===== src/rtl/alu_seq_pkg.sv =====
`default_nettype none
// ----------------------------------------------------------------------------
// alu_pkg : opcode constants and control-state type shared by alu_seq
// Rev 1.0
// ----------------------------------------------------------------------------
package alu_pkg;

  localparam logic [2:0] OP_ADD = 3'b000;
  localparam logic [2:0] OP_SUB = 3'b001;
  localparam logic [2:0] OP_AND = 3'b010;
  localparam logic [2:0] OP_OR  = 3'b011;
  localparam logic [2:0] OP_XOR = 3'b100;
  localparam logic [2:0] OP_NOT = 3'b101;
  localparam logic [2:0] OP_SHL = 3'b110;
  // Same code is SHR1 when the multiplier is not built.
  localparam logic [2:0] OP_MUL = 3'b111;

  typedef enum logic {
    IDLE = 1'b0,
    RUN  = 1'b1
  } state_t;

endpackage
`default_nettype wire


===== src/rtl/alu_seq_mul.sv =====
`default_nettype none
// ----------------------------------------------------------------------------
// alu_seq_mul : shift-add unsigned multiplier core, one partial product per step
// Rev 1.0
// ----------------------------------------------------------------------------
module alu_seq_mul #(
  parameter int WIDTH = 8
) (
  input  logic               clk,
  input  logic               rst,
  input  logic               load,
  input  logic               step,
  input  logic [WIDTH-1:0]   a,
  input  logic [WIDTH-1:0]   b,
  output logic               last,
  output logic [2*WIDTH-1:0] product
);

  localparam int c_cnt_w = $clog2(WIDTH);

  logic [2*WIDTH-1:0] r_mcand;
  logic [2*WIDTH-1:0] r_acc;
  logic [WIDTH-1:0]   r_mplier;
  logic [c_cnt_w-1:0] r_cnt;

  // Accumulator after the current step; it is the full product when last is high.
  assign product = r_mplier[0] ? (r_acc + r_mcand) : r_acc;
  assign last    = (r_cnt == c_cnt_w'(WIDTH - 1));

  always_ff @(posedge clk) begin
    if (rst) begin
      r_mcand  <= '0;
      r_acc    <= '0;
      r_mplier <= '0;
      r_cnt    <= '0;
    end else if (load) begin
      r_mcand  <= {{WIDTH{1'b0}}, a};
      r_acc    <= '0;
      r_mplier <= b;
      r_cnt    <= '0;
    end else if (step) begin
      r_acc    <= product;
      r_mcand  <= r_mcand << 1;
      r_mplier <= r_mplier >> 1;
      r_cnt    <= r_cnt + 1'b1;
    end
  end

endmodule
`default_nettype wire


===== src/rtl/alu_seq.sv =====
`default_nettype none
// ----------------------------------------------------------------------------
// alu_seq : registered WIDTH-bit ALU with start/done handshake.
// Optional multi-cycle MUL on Op 111 when ALU_SEQ_MUL_EN is defined (else SHR1).
// Rev 1.0
// ----------------------------------------------------------------------------
module alu_seq
  import alu_pkg::*;
#(
  parameter int WIDTH = 8
) (
  input  logic             clk,
  input  logic             rst,
  input  logic             start,
  input  logic [WIDTH-1:0] A,
  input  logic [WIDTH-1:0] B,
  input  logic [2:0]       Op,
  input  logic             Cin,
  output logic [WIDTH-1:0] Y,
  output logic             Cout,
  output logic             Zero,
  output logic             Neg,
  output logic             Ovf,
  output logic             busy,
  output logic             done
);

  logic [WIDTH:0]   w_sum;
  logic [WIDTH-1:0] w_y;
  logic             w_cout;
  logic             w_ovf;

  always_comb begin
    w_sum  = '0;
    w_y    = '0;
    w_cout = 1'b0;
    w_ovf  = 1'b0;
    case (Op)
      OP_ADD: begin
        w_sum  = {1'b0, A} + {1'b0, B} + {{WIDTH{1'b0}}, Cin};
        w_y    = w_sum[WIDTH-1:0];
        w_cout = w_sum[WIDTH];
        w_ovf  = (A[WIDTH-1] == B[WIDTH-1]) && (w_sum[WIDTH-1] != A[WIDTH-1]);
      end
      OP_SUB: begin
        w_sum  = {1'b0, A} + {1'b0, ~B} + {{WIDTH{1'b0}}, 1'b1};
        w_y    = w_sum[WIDTH-1:0];
        w_cout = w_sum[WIDTH];
        w_ovf  = (A[WIDTH-1] != B[WIDTH-1]) && (w_sum[WIDTH-1] != A[WIDTH-1]);
      end
      OP_AND: w_y = A & B;
      OP_OR:  w_y = A | B;
      OP_XOR: w_y = A ^ B;
      OP_NOT: w_y = ~A;
      OP_SHL: begin
        w_y    = {A[WIDTH-2:0], 1'b0};
        w_cout = A[WIDTH-1];
      end
      OP_MUL: begin
`ifndef ALU_SEQ_MUL_EN
        w_y    = {1'b0, A[WIDTH-1:1]};
        w_cout = A[0];
`endif
      end
    endcase
  end

`ifdef ALU_SEQ_MUL_EN
  state_t             r_state;
  logic               w_load;
  logic               w_last;
  logic [2*WIDTH-1:0] w_prod;

  assign w_load = (r_state == IDLE) && start && (Op == OP_MUL);

  alu_seq_mul #(
    .WIDTH(WIDTH)
  ) u_mul (
    .clk    (clk),
    .rst    (rst),
    .load   (w_load),
    .step   (r_state == RUN),
    .a      (A),
    .b      (B),
    .last   (w_last),
    .product(w_prod)
  );

  always_ff @(posedge clk) begin
    if (rst) begin
      r_state <= IDLE;
      Y       <= '0;
      Cout    <= 1'b0;
      Zero    <= 1'b0;
      Neg     <= 1'b0;
      Ovf     <= 1'b0;
      busy    <= 1'b0;
      done    <= 1'b0;
    end else begin
      done <= 1'b0;
      case (r_state)
        IDLE: begin
          if (start && (Op == OP_MUL)) begin
            r_state <= RUN;
            busy    <= 1'b1;
          end else if (start) begin
            Y    <= w_y;
            Cout <= w_cout;
            Zero <= (w_y == '0);
            Neg  <= w_y[WIDTH-1];
            Ovf  <= w_ovf;
            done <= 1'b1;
          end
        end
        RUN: begin
          // Result is taken straight from the final step, saving a cycle.
          if (w_last) begin
            Y       <= w_prod[WIDTH-1:0];
            Cout    <= |w_prod[2*WIDTH-1:WIDTH];
            Zero    <= (w_prod[WIDTH-1:0] == '0);
            Neg     <= w_prod[WIDTH-1];
            Ovf     <= 1'b0;
            done    <= 1'b1;
            busy    <= 1'b0;
            r_state <= IDLE;
          end
        end
        default: r_state <= IDLE;
      endcase
    end
  end
`else
  assign busy = 1'b0;

  always_ff @(posedge clk) begin
    if (rst) begin
      Y    <= '0;
      Cout <= 1'b0;
      Zero <= 1'b0;
      Neg  <= 1'b0;
      Ovf  <= 1'b0;
      done <= 1'b0;
    end else begin
      done <= start;
      if (start) begin
        Y    <= w_y;
        Cout <= w_cout;
        Zero <= (w_y == '0);
        Neg  <= w_y[WIDTH-1];
        Ovf  <= w_ovf;
      end
    end
  end
`endif

endmodule
`default_nettype wire

===== config.mk =====
export PLATFORM = sky130hd
export DESIGN_NAME = alu_seq
export DESIGN_NICKNAME = d
export VERILOG_FILES = /design/src/rtl/alu_seq_pkg.sv /design/src/rtl/alu_seq_mul.sv /design/src/rtl/alu_seq.sv
export SDC_FILE = /design/constraint.sdc
export NUM_CORES = 1
export LEC_CHECK = 0
export ABC_AREA = 1
export BUFFER_PORTS_ARGS = -buffer_cell sky130_fd_sc_hd__buf_2
export CORE_MARGIN = 10
export CORE_UTILIZATION = 50
export DETAILED_ROUTE_END_ITERATION = 8
export PLACE_DENSITY = 0.79
export REMOVE_ABC_BUFFERS = 1
export SLEW_MARGIN = 15
export SYNTH_ARGS = -nofsm -noshare
export SYNTH_HDL_FRONTEND = slang
export SYNTH_SLANG_ARGS = --single-unit
export TNS_END_PERCENT = 30

===== constraint.sdc =====
create_clock -name clk -period 4.6 [get_ports clk]
set_clock_uncertainty 0.1 [all_clocks]
set_input_delay 0.23 -clock clk [delete_from_list [all_inputs] [get_ports clk]]
set_output_delay 0.23 -clock clk [all_outputs]
set_load 0.05 [all_outputs]

==> results of run 1 <==
[where the power goes]
| group | internal, mW | total, mW | switching, mW |
|---|---|---|---|
| logic | 0.0714 | 0.233 | 0.162 |
| clock network | 0.0573 | 0.0910 | 0.0337 |
| registers | 0.112 | 0.115 | 0.00335 |
| total | 0.240 | 0.439 | 0.199 |
[through the flow]
stage	util [%]	power, mW
final	55.9	0.439
after global placement	54.8	0.343
after CTS	55.9	0.438
after detailed placement	54.8	0.347
after floorplan	-	0.279
after global routing	55.9	0.474
[cell usage in the layout (no fill, tap or decap), types with 4 or more instances in the layout]
| cell type | netlist | routed |
|---|---|---|
| nor2_2 | 4 | 4 |
| nand4_1 | 13 | 13 |
| ha_1 | 24 | 24 |
| nand3_1 | 35 | 35 |
| nand2_1 | 88 | 88 |
| inv_1 | 51 | 51 |
| a21oi_1 | 11 | 11 |
| dfxtp_1 | 12 | 12 |
| nor2_1 | 38 | 38 |
| o21ai_0 | 16 | 16 |
| buf_2 | 1 | 35 |
| inv_2 | 4 | 4 |
[area by class of cell]
| type | instances | area, sq um |
|---|---|---|
| clock buffer | 3 | 41.3 |
| fill | 424 | 1770 |
| inverter | 58 | 225 |
| multi-input combinational | 259 | 1490 |
| sequential | 12 | 240 |
| tap | 50 | 62.6 |
| timing repair buffer | 35 | 175 |
[cell usage after synthesis, types with 3 or more instances]
cell,instances
nand3_2,3
a21oi_1,11
inv_1,51
nand4_1,13
buf_4,3
fa_1,3
nor2_2,4
nand2_1,88
o21ai_0,16
nand3_1,35
inv_2,4
xor2_1,3
dfxtp_1,12
nor2_1,38
inv_4,3
buf_6,7
o211ai_1,3
ha_1,24
[per-layer routing]
layer  up-vias  wire length [microns]  share of wire [%]
li1       1132                      -                  -
met1      1003                   2560                 44
met2       115                   2640                 45
met3        12                    557                9.5
met4         0                    112                1.9
met5         -                      0                  0
[final timing paths]
check / startpoint / end / slack, ns / depth (start not counted)
worst min register to register: Cout$_SDFFE_PP0P_ / Cout$_SDFFE_PP0P_ / 0.37 / 2
worst min-delay path: rst / Zero$_SDFFE_PP0P_ / 0.10 / 2
worst max-delay path: A[0] / Zero$_SDFFE_PP0P_ / 2.51 / 11
worst max register to register: Y[7]$_SDFFE_PP0P_ / Y[7]$_SDFFE_PP0P_ / 3.85 / 2
[worst max-delay path, stage by stage]
cell	delay (ns)
buf_2	0.14
fa_1	0.49
fa_1	0.44
nand2_1	0.09
nand2_1	0.06
xor2_1	0.14
nand2_1	0.07
nand3_1	0.12
nor2_1	0.15
nand4_1	0.11
a21oi_1	0.13
[registers in the layout (all words and copies together), names as in the netlist]
signal,cells
Ovf,1
Y,8
Zero,1
Cout,1
done,1
[logic make-up after synthesis]
kind of cell / share of synthesized area (%)
AND/OR/NAND/NOR: 41.8
adder cells (fa/ha/maj): 17.5
XOR/XNOR: 2.12
flip-flops: 11.7
other: 0.182
AO/OA/AOI/OAI: 10.7
buffers and inverters: 16.1
==> impl_metrics.csv, run 1 <==
group,metric,value,unit
outcome,status,"complete, no violations",
floorplanning,start_util,51.5,%
pwr,power_density,197,mW/mm^2
timing,setup_viol,0,
worst_setup_path,path_max_fanout,5,
route,routed_wl,5.87,mm
finish,nets,419,
route,via_per_inst,5.42,
global_route,grt_pass1_wl,9.91,mm
route,drtPass1Iterations,5,
global_route,grt.overflow.total,0,
route,avgRoutedWirePerCell,14.1,microns
timing,post-route-period-util,45.4,%
timing,fmax,479,MHz
global_route,grt.total_usage,16.1,%
finish,fin_area,0.00223,sq mm
placed_design,dp_cells,414,
synthesis,ys_types,32,
clock_network,tritoncts,"built",
global_route,grt_max_degree,18,
timing,min_period,2.09,ns
placed_design,placed_area,0.00219,sq mm
clock_network,clk_latency,0.23,ns
worst_setup_path,worst_setup_path_end_kind,"flip-flop",
floorplanning,io_pins,37,
clock_network,cts_setup_buffers,0,
synthesis,synthFlopType,"dfxtp_1",
job,cap_violations,0,
worst_setup_path,cp.arrival,2.15,ns
clock_network,cts.sinks,12,
route,routed-via-count,2262,
worst_setup_path,cp.required,4.67,ns
synthesis,netlist_instances,340,
finish,drive_above_1_share,16.9,%
pwr,p_leak,1.27,nW
clock_network,cts_htree_levels,1,
finish,num_antenna_cells,0,
timing,tightestPinTransition,0.513,ns
hold_path,holdCritPathClass,"input pin to flip-flop",
global_route,globalRouteMet3Util,4.06,%
synthesis,synth_edf_count,0,
route,ant_nets,0,
timing,finalSetupTns,0,ns
placed_design,hpwl,4.83,mm
synthesis,synth_top_area_share,16.0,%
placed_design,place.gp.congestion,0.914,
synthesis,yosysTopAreaCell,"nand2_1",
route,drt-initial-drc-count,176,
timing,slew_violations,0,
route,drc,0,
global_route,global_route.usage.met2,25.7,%
timing,slew_headroom,65.7,%
global_route,grt_use_met1,20.2,%
clock_network,cts_hold_buf,0,
clock_network,clock_path_buffers,2,
finish,instances_no_fill,417,
clock_network,cts_buffers,3,
worst_setup_path,start_kind,"input pin",
floorplanning,die_area,0.00709,sq mm
pwr,peakVddDrop,66.2,uV
floorplanning,rows,23,
synthesis,ys_top_cells_by_area,"nand2_1 16%, ha_1 15%, dfxtp_1 12%",
synthesis,mappedNetlistArea,0.00206,sq mm
global_route,grt_pass1_vias,2124,
synthesis,postSynthRegisterBits,12,
synthesis,seq_area_frac_synth,11.7,%
floorplanning,die_x,84.2,microns
synthesis,synthArstFlopShare,0,%
finish,syn_to_final_growth,8.37,%
clock_network,cts_resized,0,
global_route,grt.busiest_layer,"met2",
timing,setup_ws,2.51,ns
clock_network,root_buffer,"clkbuf_8",
synthesis,ys_warn_count,0,
global_route,antenna_found_initial,0,
placed_design,port_buffers,35,
synthesis,synth_area_per_cell,6.06,sq um
floorplanning,coreArea,0.00400,sq mm
timing,rsz0062_at_grt,"no",
worst_setup_path,critical_path_class,"input pin to flip-flop",
placed_design,dpl_worst_slack,2.30,ns
floorplanning,die_h,84.2,microns
timing,holdWs,0.105,ns
clock_network,path_clk_slew,0.05,ns
timing,hold_viol,0,
(Power assumes the default switching activity.)
==> inputs of run 2 (changes only) <==
clock period = 2.2 ns   (was 4.6 ns; I/O delays follow)
==> run 2 against run 1 <==
  * Power grew 110%
  * Combinational power grew 110%
  * Highest routed layer unchanged
  * Flip-flop and latch count is the same
  * Critical path type unchanged
  * Largest power group unchanged
==> impl_metrics.csv, run 2 (synthesis gave the netlist of run 1 again) <==
group,metric,value,unit
outcome,status,"complete, no violations",
floorplanning,coreArea,0.00400,sq mm
pwr,clkPwrFrac,20.6,%
clock_network,cts.sinks,12,
finish,multiInputGateArea,0.00149,sq mm
route,avgRoutedWirePerCell,13.8,microns
finish,syn_to_final_growth,8.86,%
worst_setup_path,start_kind,"input pin",
worst_setup_path,max_stage_delay,0.49,ns
timing,setup_viol,0,
pwr,p_leak,1.27,nW
finish,layout_common_cells,"88 x nand2_1, 51 x inv_1, 38 x nor2_1",
placed_design,port_buffers,35,
pwr,peakVddDrop,223,uV
floorplanning,die_x,84.2,microns
floorplanning,die_h,84.2,microns
global_route,grt_pass1_vias,2100,
clock_network,path_clk_slew,0.05,ns
global_route,grt.total_usage,15.8,%
clock_network,root_buffer,"clkbuf_8",
finish,top_register,"Y",
route,routed-via-count,2229,
clock_network,tritoncts,"built",
timing,finalSetupTns,0,ns
worst_setup_path,critical_path_class,"input pin to flip-flop",
finish,drive_above_1_share,16.8,%
clock_network,clk_latency,0.23,ns
timing,post-route-period-util,88.1,%
pwr,pwr-share-comb,53.1,%
worst_setup_path,path_common_cell,"nand2_1",
worst_setup_path,rrSetupSlack,1.45,ns
global_route,grt_pass1_wl,9.78,mm
finish,final_common_cell,"nand2_1",
route,drtPass1Iterations,5,
timing,fmax,516,MHz
pwr,power_density,409,mW/mm^2
worst_setup_path,path_cells,"buf_2 > fa_1 > fa_1 > nand2_1 > nand2_1 > xor2_1 > nand2_1 > nand3_1 > nor2_1 > nand4_1 > a21oi_1",
finish,largest_reg_flops,8,
route,routed_wl,5.76,mm
clock_network,clock_path_buffers,2,
floorplanning,start_util,51.5,%
placed_design,place.gp.congestion,0.914,
finish,nets,420,
worst_setup_path,cp_slowest_cell,"fa_1",
worst_setup_path,path_max_fanout,5,
hold_path,holdCritPathClass,"input pin to flip-flop",
placed_design,hpwl,4.76,mm
pwr,p_int,504,uW
timing,slew_violations,0,
floorplanning,die_area,0.00709,sq mm
pwr,switching_share,45.1,%
timing,hold_viol,0,
global_route,antenna_found_initial,0,
pwr,seqPwrFrac,26.3,%
finish,final-seq-area,240,sq um
pwr,p_sw,414,uW
finish,fillCellCount,426,
finish,instances_no_fill,418,
finish,num_antenna_cells,0,
worst_setup_path,cp.arrival,2.01,ns
global_route,grt.overflow.total,0,
worst_setup_path,cp.required,2.27,ns
floorplanning,io_pins,37,
route,drt-initial-drc-count,223,
clock_network,cts_htree_levels,1,
placed_design,dp_cells,414,
route,ant_nets,0,
route,drc,0,
clock_network,cts_buffers,3,
global_route,grt_max_degree,18,
job,cap_violations,0,
worst_setup_path,worst_setup_path_end_kind,"flip-flop",
timing,min_period,1.94,ns
route,via_per_inst,5.33,
timing,rsz0062_at_grt,"no",
floorplanning,rows,23,
==> run 2: cell types whose count changed in the layout (fill, tap and decap cells not counted), sizes merged <==
| cell | change |
|---|---|
| dlygate4sd3 | +1 |
==> run 2: layer usage <==
| layer | routed length, microns | global-route usage (%) | vias up |
|---|---|---|---|
| li1 | - | - | 1130 |
| met1 | 2570 | 20.2 | 979 |
| met2 | 2540 | 24.6 | 104 |
| met3 | 495 | 3.67 | 16 |
| met4 | 153 | 6.39 | 0 |
| met5 | 0 | 0 | - |
==> run 2: what timing repair did <==
action	CTS	global route
setup buffers	0	0
endpoints found under the hold margin	2	0
hold buffers	1	0
gates resized for setup	0	0
==> run 2: final timing paths <==
kind | start | end | cells after the start
worst min-delay path | start | Y[0]$_SDFFE_PP0P_ | 2
worst max register to register | Y[2]$_SDFFE_PP0P_ | Y[2]$_SDFFE_PP0P_ | 2
worst max-delay path | A[0] | Zero$_SDFFE_PP0P_ | 11
worst min register to register | Cout$_SDFFE_PP0P_ | Cout$_SDFFE_PP0P_ | 2
==> run 2: area by class of cell <==
type,instances,share of cell area [%]
clock buffer,3,1.84
multi-input combinational,259,66.4
inverter,58,10.0
sequential,12,10.7
timing repair buffer,36,8.25
tap,50,2.79
==> run 2: power groups by stage <==
stage	registers (mW)	logic (mW)	clock network (mW)
after floorplan	0.305	0.278	0
after global placement	0.244	0.473	0
after detailed placement	0.245	0.480	0
after CTS	0.241	0.483	0.191
after global routing	0.243	0.541	0.206
final	0.241	0.488	0.189
==> run 2: worst max-delay path: cells and delay by family <==
| family | cells | cell delay (ns) |
|---|---|---|
| AO/OA/AOI/OAI | 1 | 0.13 |
| AND/OR/NAND/NOR | 6 | 0.57 |
| XOR/XNOR | 1 | 0.14 |
| buffers and inverters | 1 | 0.13 |
| adder cells (fa/ha/maj) | 2 | 0.93 |
==> run 2: through the flow <==
step                cell area [sq um]  power, mW  util [%]  hold slack (ns)  setup WS, ns
floorplan                        1960      0.583         -           0.0791         0.350
global placement                 2190      0.717      54.8            0.223         0.119
detailed placement               2190      0.725      54.8            0.225        0.0348
CTS                              2240      0.915      56.1            0.159         0.269
global route                     2240      0.990      56.1            0.175         0.113
finish                           2240      0.918      56.1            0.161         0.261
